--- src/rtl/divider_pkg.sv ---
// Shared definitions for the restoring divider: FSM state encoding and default operand width.
package divider_pkg;
    localparam int DIV_WIDTH = 4;

    typedef enum logic [1:0] {
        IDLE = 2'd0,
        RUN  = 2'd1,
        DONE = 2'd2
    } state_e;
endpackage

--- src/rtl/cla_subtractor.sv ---
// W-bit subtractor built as a carry-lookahead adder of minuend + ~subtrahend + 1.
// borrow_o is the inverted carry-out: high when subtrahend > minuend.
module cla_subtractor #(
    parameter int W = 5
) (
    input  logic [W-1:0] minuend_i,
    input  logic [W-1:0] subtrahend_i,
    output logic [W-1:0] diff_o,
    output logic         borrow_o
);
    logic [W-1:0] g, p;
    logic [W:0]   c;

    assign g = minuend_i & ~subtrahend_i;
    assign p = minuend_i ^ ~subtrahend_i;

    // Each carry is expanded from generate/propagate terms and the carry-in of 1.
    always_comb begin : lookahead
        logic cc, pp;
        c[0] = 1'b1;
        for (int i = 0; i < W; i++) begin
            cc = g[i];
            pp = p[i];
            for (int j = i - 1; j >= 0; j--) begin
                cc = cc | (pp & g[j]);
                pp = pp & p[j];
            end
            c[i+1] = cc | pp;
        end
    end

    assign diff_o   = p ^ c[W-1:0];
    assign borrow_o = ~c[W];
endmodule

--- src/rtl/restoring_divider.sv ---
// Multi-cycle unsigned restoring divider, one quotient bit per cycle.
// Optional macro DIV_ZERO_SHORTCUT_EN: a zero divisor skips RUN and reports straight from DONE.
module restoring_divider
    import divider_pkg::*;
#(
    parameter int WIDTH = DIV_WIDTH
) (
    input  logic             clk,
    input  logic             rst,
    input  logic             start,
    input  logic [WIDTH-1:0] a,
    input  logic [WIDTH-1:0] b,
    output logic             busy,
    output logic             done,
    output logic [WIDTH-1:0] quotient,
    output logic [WIDTH-1:0] remainder,
    output logic             div_zero
);
    localparam int CW = $clog2(WIDTH + 1);
`ifdef DIV_ZERO_SHORTCUT_EN
    localparam bit SHORTCUT = 1'b1;
`else
    localparam bit SHORTCUT = 1'b0;
`endif

    state_e state_q, state_d;
    logic [WIDTH-1:0] b_q, b_d, q_q, q_d, r_q, r_d;
    logic [WIDTH-1:0] quo_q, quo_d, rem_q, rem_d;
    logic [CW-1:0]    cnt_q, cnt_d;
    logic             zero_q, zero_d, dz_q, dz_d;

    // Partial remainder stays below b between steps, so its top bit is only
    // needed transiently in the shifted value.
    logic [WIDTH:0]   shifted, diff;
    logic [WIDTH-1:0] r_step, q_step;
    logic             neg, last, b_zero;
    logic             unused_diff_msb;

    assign shifted         = {r_q, q_q[WIDTH-1]};
    assign r_step          = neg ? shifted[WIDTH-1:0] : diff[WIDTH-1:0];
    assign q_step          = {q_q[WIDTH-2:0], ~neg};
    assign last            = (cnt_q == CW'(WIDTH - 1));
    assign b_zero          = (b == '0);
    assign unused_diff_msb = diff[WIDTH];

    cla_subtractor #(.W(WIDTH + 1)) u_sub (
        .minuend_i    (shifted),
        .subtrahend_i ({1'b0, b_q}),
        .diff_o       (diff),
        .borrow_o     (neg)
    );

    always_ff @(posedge clk or posedge rst) begin
        if (rst) state_q <= IDLE;
        else     state_q <= state_d;
    end

    always_comb begin
        state_d = state_q;
        case (state_q)
            IDLE:    if (start) state_d = (SHORTCUT && b_zero) ? DONE : RUN;
            RUN:     if (last) state_d = DONE;
            DONE:    state_d = IDLE;
            default: state_d = IDLE;
        endcase
    end

    always_comb begin
        busy = (state_q != IDLE);
        done = (state_q == DONE);
    end

    // Result registers load on the edge entering DONE so they are valid with done.
    always_comb begin
        b_d    = b_q;
        q_d    = q_q;
        r_d    = r_q;
        cnt_d  = cnt_q;
        zero_d = zero_q;
        quo_d  = quo_q;
        rem_d  = rem_q;
        dz_d   = dz_q;
        case (state_q)
            IDLE: if (start) begin
                b_d    = b;
                q_d    = a;
                r_d    = '0;
                cnt_d  = '0;
                zero_d = b_zero;
                if (SHORTCUT && b_zero) begin
                    quo_d = '1;
                    rem_d = a;
                    dz_d  = 1'b1;
                end
            end
            RUN: begin
                q_d   = q_step;
                r_d   = r_step;
                cnt_d = cnt_q + 1'b1;
                if (last) begin
                    quo_d = q_step;
                    rem_d = r_step;
                    dz_d  = zero_q;
                end
            end
            default: ;
        endcase
    end

    always_ff @(posedge clk or posedge rst) begin
        if (rst) begin
            b_q    <= '0;
            q_q    <= '0;
            r_q    <= '0;
            cnt_q  <= '0;
            zero_q <= 1'b0;
            quo_q  <= '0;
            rem_q  <= '0;
            dz_q   <= 1'b0;
        end else begin
            b_q    <= b_d;
            q_q    <= q_d;
            r_q    <= r_d;
            cnt_q  <= cnt_d;
            zero_q <= zero_d;
            quo_q  <= quo_d;
            rem_q  <= rem_d;
            dz_q   <= dz_d;
        end
    end

    assign quotient  = quo_q;
    assign remainder = rem_q;
    assign div_zero  = dz_q;
endmodule

--- config.mk ---
export PLATFORM = sky130hd
export DESIGN_NAME = restoring_divider
export DESIGN_NICKNAME = d
export VERILOG_FILES = /design/src/rtl/divider_pkg.sv /design/src/rtl/cla_subtractor.sv /design/src/rtl/restoring_divider.sv
export SDC_FILE = /design/constraint.sdc
export NUM_CORES = 1
export LEC_CHECK = 0
export CAP_MARGIN = 25
export CORE_MARGIN = 3
export CORE_UTILIZATION = 46
export DETAILED_ROUTE_END_ITERATION = 7
export GPL_ROUTABILITY_DRIVEN = 0
export PLACE_DENSITY = 0.73
export SLEW_MARGIN = 5
export SYNTH_ARGS = -nofsm -noshare
export SYNTH_HDL_FRONTEND = slang
export SYNTH_SLANG_ARGS = --single-unit
export TNS_END_PERCENT = 30
--- constraint.sdc ---
create_clock -name clk -period 1.8 [get_ports clk]
set_input_delay 0.18 -clock clk [delete_from_list [all_inputs] [get_ports clk]]
set_output_delay 0.18 -clock clk [all_outputs]
set_load 0.03 [all_outputs]
Word-level counts from Yosys, hierarchy flattened
Index checks and enable logic that the tools add are counted.

Bitwise logic cells: 29. Reduce and logical (&&, ||, !) cells: 8. Equality and inequality tests: 5. Order comparisons: 0. Div/mod/pow operators: 0. Muxes and demuxes: 10. Shift operators: 0. $mul: 0. $add $sub $neg: 1.

Operators with widths (number): one-hot mux 4 bit (2 select lines) (2); AND 1 bit (14); 2-to-1 mux 4 bit (3); OR 1 bit (11); AND reduction 2 bit (4); one-hot mux 3 bit (2 select lines) (1); AND 5 bit (1); inverter 4 -> 5 bit (1); bitwise XOR 5 bit (1); logical NOT 4 bit (1); 2-to-1 mux 2 bit (2); inequality test 2 bit, second input constant (2); one-hot mux 2 bit (2 select lines) (1); nonzero test 2 bit (2); bitwise XOR 4 bit (1); adder 3 x 1 -> 3 bit, second input constant (1); equality test 3 x 2 -> 1 bit, second input constant (1); 2-to-1 mux 3 bit (1); equality test 2 x 1 -> 1 bit, second input constant (1); equality test 2 bit, second input constant (1); logical NOT 2 bit (1).

Register bits after elaboration: 27. Memory bits (read-only): 0. Output and inout port bits: 11. Bits in latches: 0. Memories kept: 0. Input bits: 11. Memory bits (writable): 0. Logic and storage cells: 62.

Longest topological paths before layout
Depth after elaboration: 10. Mapped depth: 7.

Modules after synthesis
Synthesis repeated with hierarchy kept, for this count alone.

Cell total of the unflattened synthesis: 129. Area, all modules: 1426.4 um2.

Modules (own cells, without submodules): restoring_divider (instances 1, sequential area each 675.6 um2, area each 1218.7 um2, cells each 101); cla_subtractor (instances 1, sequential area each 0.0 um2, area each 207.7 um2, cells each 28).

Worst setup path after synthesis
OpenSTA, ideal clock, no wires.

Path kind: register to register. Start point: register r_q[2]. End point: register q_q[0]. Path slack: -0.143 ns. Arrival time: 1.817 ns. Required time: 1.674 ns. Cell stages (with the launch flop): 6. Clock period less this slack: 1.943 ns. Buffers on the path: 0. Cell sequence: dfrtp_1 -> ha_1 -> or2_4 -> or4_4 -> and2_4 -> a221o_1.

Longest elaborated chain between the ends: 8. Elaborated cells on any way between the ends: 16. Those cells by class: mux (1); bitwise (15).

RTL lines: from (decl) (RTL line restoring_divider.sv:27) `logic [WIDTH-1:0] b_q, b_d, q_q, q_d, r_q, r_d;`; from (signal assigned) (RTL line restoring_divider.sv:123) `r_q <= r_d;`; AND 5 bit / bitwise XOR 5 bit (equally long branches) (RTL line cla_subtractor.sv:14, cla_subtractor.sv:15); AND 1 bit, on equally long branches (RTL line cla_subtractor.sv:25, cla_subtractor.sv:26); OR 1 bit (tied with other cells) (2 in a row) (RTL line cla_subtractor.sv:25) `cc = cc | (pp & g[j]);`; OR 1 bit / AND 1 bit (equally long branches) (RTL line cla_subtractor.sv:25); OR 1 bit (RTL line cla_subtractor.sv:25); OR 1 bit (*) (RTL line cla_subtractor.sv:28) `c[i+1] = cc | pp;`; one-hot mux 4 bit (2 select lines) (*) (RTL line restoring_divider.sv:83) `case (state_q)`; to (signal assigned) (RTL line restoring_divider.sv:122) `q_q <= q_d;`; to (decl) (RTL line restoring_divider.sv:27).

Every way passes the cells marked *; elsewhere a longest branch is shown, timed or not. A chain may end at the register's enable or synchronous reset.

Worst setup path in the final report
Start point: register b_q[0]. End point: register r_q[1].

Longest elaborated chain between the ends: 7. Elaborated cells on any way between the ends: 11. Those cells by class: mux (2); bitwise (9).

RTL lines: from (decl) (RTL line restoring_divider.sv:27); from (signal assigned) (RTL line restoring_divider.sv:112) `b_q <= '0;`; from (signal assigned) (RTL line restoring_divider.sv:121) `b_q <= b_d;`; inverter 4 -> 5 bit (*) (RTL line cla_subtractor.sv:14, cla_subtractor.sv:15); AND 5 bit (RTL line cla_subtractor.sv:14) `assign g = minuend_i & ~subtrahend_i;`; AND 1 bit (RTL line cla_subtractor.sv:25); OR 1 bit (RTL line cla_subtractor.sv:25); OR 1 bit (RTL line cla_subtractor.sv:28); 2-to-1 mux 4 bit (*) (RTL line restoring_divider.sv:40) `assign r_step = neg ? shifted[WIDTH-1:0] : diff[WIDTH-1:0];`; one-hot mux 4 bit (2 select lines) (*) (RTL line restoring_divider.sv:83).

Marks and branches as above.

==> run metrics <==
status complete, but fails checks; failing checks setup timing; CTS tree done; CP endpoint kind register; Multi-input gate area roughly 680 µm²; nets between 150 and 200; fin cells 206; aggregate global routing overflow 0; CP max-delay cell or4_4; post-synth cell types 36; Period minus WS final roughly 1.9 ns; H-Tree Level Count 1; max frequency 523.2 MHz; worst path bufs/invs 1; Core Area roughly 2800 µm²; Worst-path clk slew 0.14 ns; First-pass DRT Iterations 4; DP HPWL approximately 2300 µm; Initial Util between 40% and 50%; crit path max fanout 6; via count 1146; First DRT Iteration DRCs between 70 and 80; IO Pins 22; post-cts hold buffer count 0; clk buf depth 2; Fin Hold WS about 0.19 ns; HP Class primary input to asynchronous set/reset pin; clock skew 0.01011 ns; RSZ-0062 raised after global routing yes; PD cells approximately 2100 nW/µm²; Die X between 60 and 70 µm; CP peak stage delay between 0.4 and 0.5 ns; Placement Cell Area between 1500 and 2000 µm²; DR vias/cell 5.563; fraction of registers with async set/reset 100.0%; Fillers approximately 220; final setup fails 7; pre-CTS setup slack -0.1142 ns; largest net degree at the start of global routing 28; # Post-CTS Setup Buffers 0; wirelength, routed 3052 µm; Lkg Pwr ~0.00084 µW; initial antenna violation count 0; critical-path cell list inv_2, ha_4, o21a_1, or4_4, and2_4, a221o_1; Worst-Skew Late Latency 0.32 ns; worst vdd ir approximately 0.0011 V; Synth Instances 135; IO Port Bufs 21; final worst slack -0.1113 ns; Tightest Pin Transition about 0.36 ns; Syn Nets roughly 150; EDFF count, synth 0; area grow syn2layout 31.94%; sequential share of the synthesized area between 40% and 50%; final period utilization 106.2%; Worst Setup Path Type register to register; design area roughly 1800 µm²; Crit path max-delay family simple AND/OR/NAND/NOR gates; Netlist Area Pre-Place 1375 µm²; Syn Area/Cell 10.19 µm²; synth warn 0; wire per inst approximately 15 µm; GR Util All Layers 18.10%; # rows 19; Clk Tree Root Cell clkbuf_4; ANT cells 0; max-slew violation count 0; die area between 3000 and 4000 µm²; max_cap viols 0; Post-synth top flop dfrtp_1; Required @ worst endpoint 2.01 ns; Seq cells post-synth 27; Num CTS Buffers 3; relative slew slack between 70% and 80%; Register Area between 600 and 700 µm²; CP arrival between 2 and 2.5 ns; commonest non-fill, non-tap cell in the layout dfrtp_1; Hold Fails Final Rpt 0; vias in the first global route ~1100; TritonCTS Sinks 27; final antenna-violating net count 0; dpl cells between 200 and 250; Die Ht about 61 µm; Post-route DRC 0; most frequent cells in the layout dfrtp_1, buf_4, clkdlybuf4s50_1; Setup crit start kind register; layout cell share with drive strength beyond 1 around a quarter; first-pass GRT wire length 5002 µm
[cell families (layout without fill, tap and decap cells)]
family | count (synthesis) | count (layout) | synth area share, %
AO/OA/AOI/OAI | 34 | 34 | 17.20
adder cells (fa/ha/maj) | 7 | 7 | 6.369
flip-flops | 27 | 27 | 49.14
AND/OR/NAND/NOR | 43 | 43 | 15.65
multiplexers | 9 | 9 | 7.189
XOR/XNOR | 1 | 1 | 0.6371
buffers and inverters | 14 | 54 | 3.821
[registers in the layout, summed over array words and instances (netlist names), 2 cells and up]
signal	count
state_q	2
r_q	4
quotient	4
b_q	4
cnt_q	3
q_q	4
remainder	4
[path summary, 6_finish.rpt]
| kind | start | endpoint | slack, ns | cells past startpoint |
|---|---|---|---|---|
| worst max-delay path | b_q[0] | r_q[1] | -0.11 | 6 |
| worst min-delay path | rst | cnt_q[2] | 0.19 | 3 |
| worst max register to register | b_q[0] | r_q[1] | -0.11 | 6 |
| worst min register to register | cnt_q[0] | cnt_q[0] | 0.51 | 1 |
| max in group asynchronous | rst | state_q[1] | 1.32 | 3 |
| min in group clk | b[2] | b_q[2] | 0.43 | 3 |
[per-layer routing]
layer	share of wire (%)	GRT usage, %	routed length [µm]	vias up
li1	-	-	-	558
met1	43	24.23	1317	552
met2	52	30.84	1587	30
met3	3.9	2.979	118	6
met4	0.95	4.025	29	0
met5	0	0	0	-
[cell type report]
class                      count  area share (%)
tap                           31           2.138
multi-input combinational     94           37.31
inverter                       9           1.862
sequential                    27           37.31
clock buffer                   4           1.448
timing repair buffer          41           19.93
[worst register-to-register path, stage by stage, from the launching register on]
cell	delay, ns
dfrtp_1	0.42
inv_2	0.08
ha_4	0.21
o21a_1	0.20
or4_4	0.43
and2_4	0.18
a221o_1	0.29
[synth_stat cells (all sizes together), types with 2 or more instances]
cell type	count	share of area, %
nor2b	2	0.91
nand2	17	4.6
dfrtp	27	49
clkbuf	4	1.1
nand3b	2	1.1
nor2	11	3.0
o21ai	12	4.4
mux2	7	5.7
nand2b	2	0.91
nand3	2	0.73
mux2i	2	1.5
a21oi	6	2.2
inv	9	2.5
and2	2	1.1
a221o	4	2.9
ha	7	6.4
or2	2	1.1
[through the flow]
| stage | utilization, % | total power [µW] | TNS (ns) |
|---|---|---|---|
| finish | 64.67 | 3830 | -0.5631 |
| global route | 64.67 | 4132 | -0.9701 |
| CTS | 64.01 | 3776 | -0.6391 |
| detailed placement | 63.11 | 3518 | -0.5637 |
| global placement | 63.11 | 3416 | -0.2365 |
| floorplan | - | 2603 | -0.3869 |
[what timing repair did]
item	in CTS	in global routing
pin swaps	0	4
setup endpoints to repair	9	10
gates resized for setup	2	5
[power breakdown]
group          internal, µW  switching (µW)  total (µW)
clock network          86.7             173         260
registers               900             191        1090
logic                  1210            1270        2480
total                  2190            1630        3830
Power figures use the tool's default switching activity.
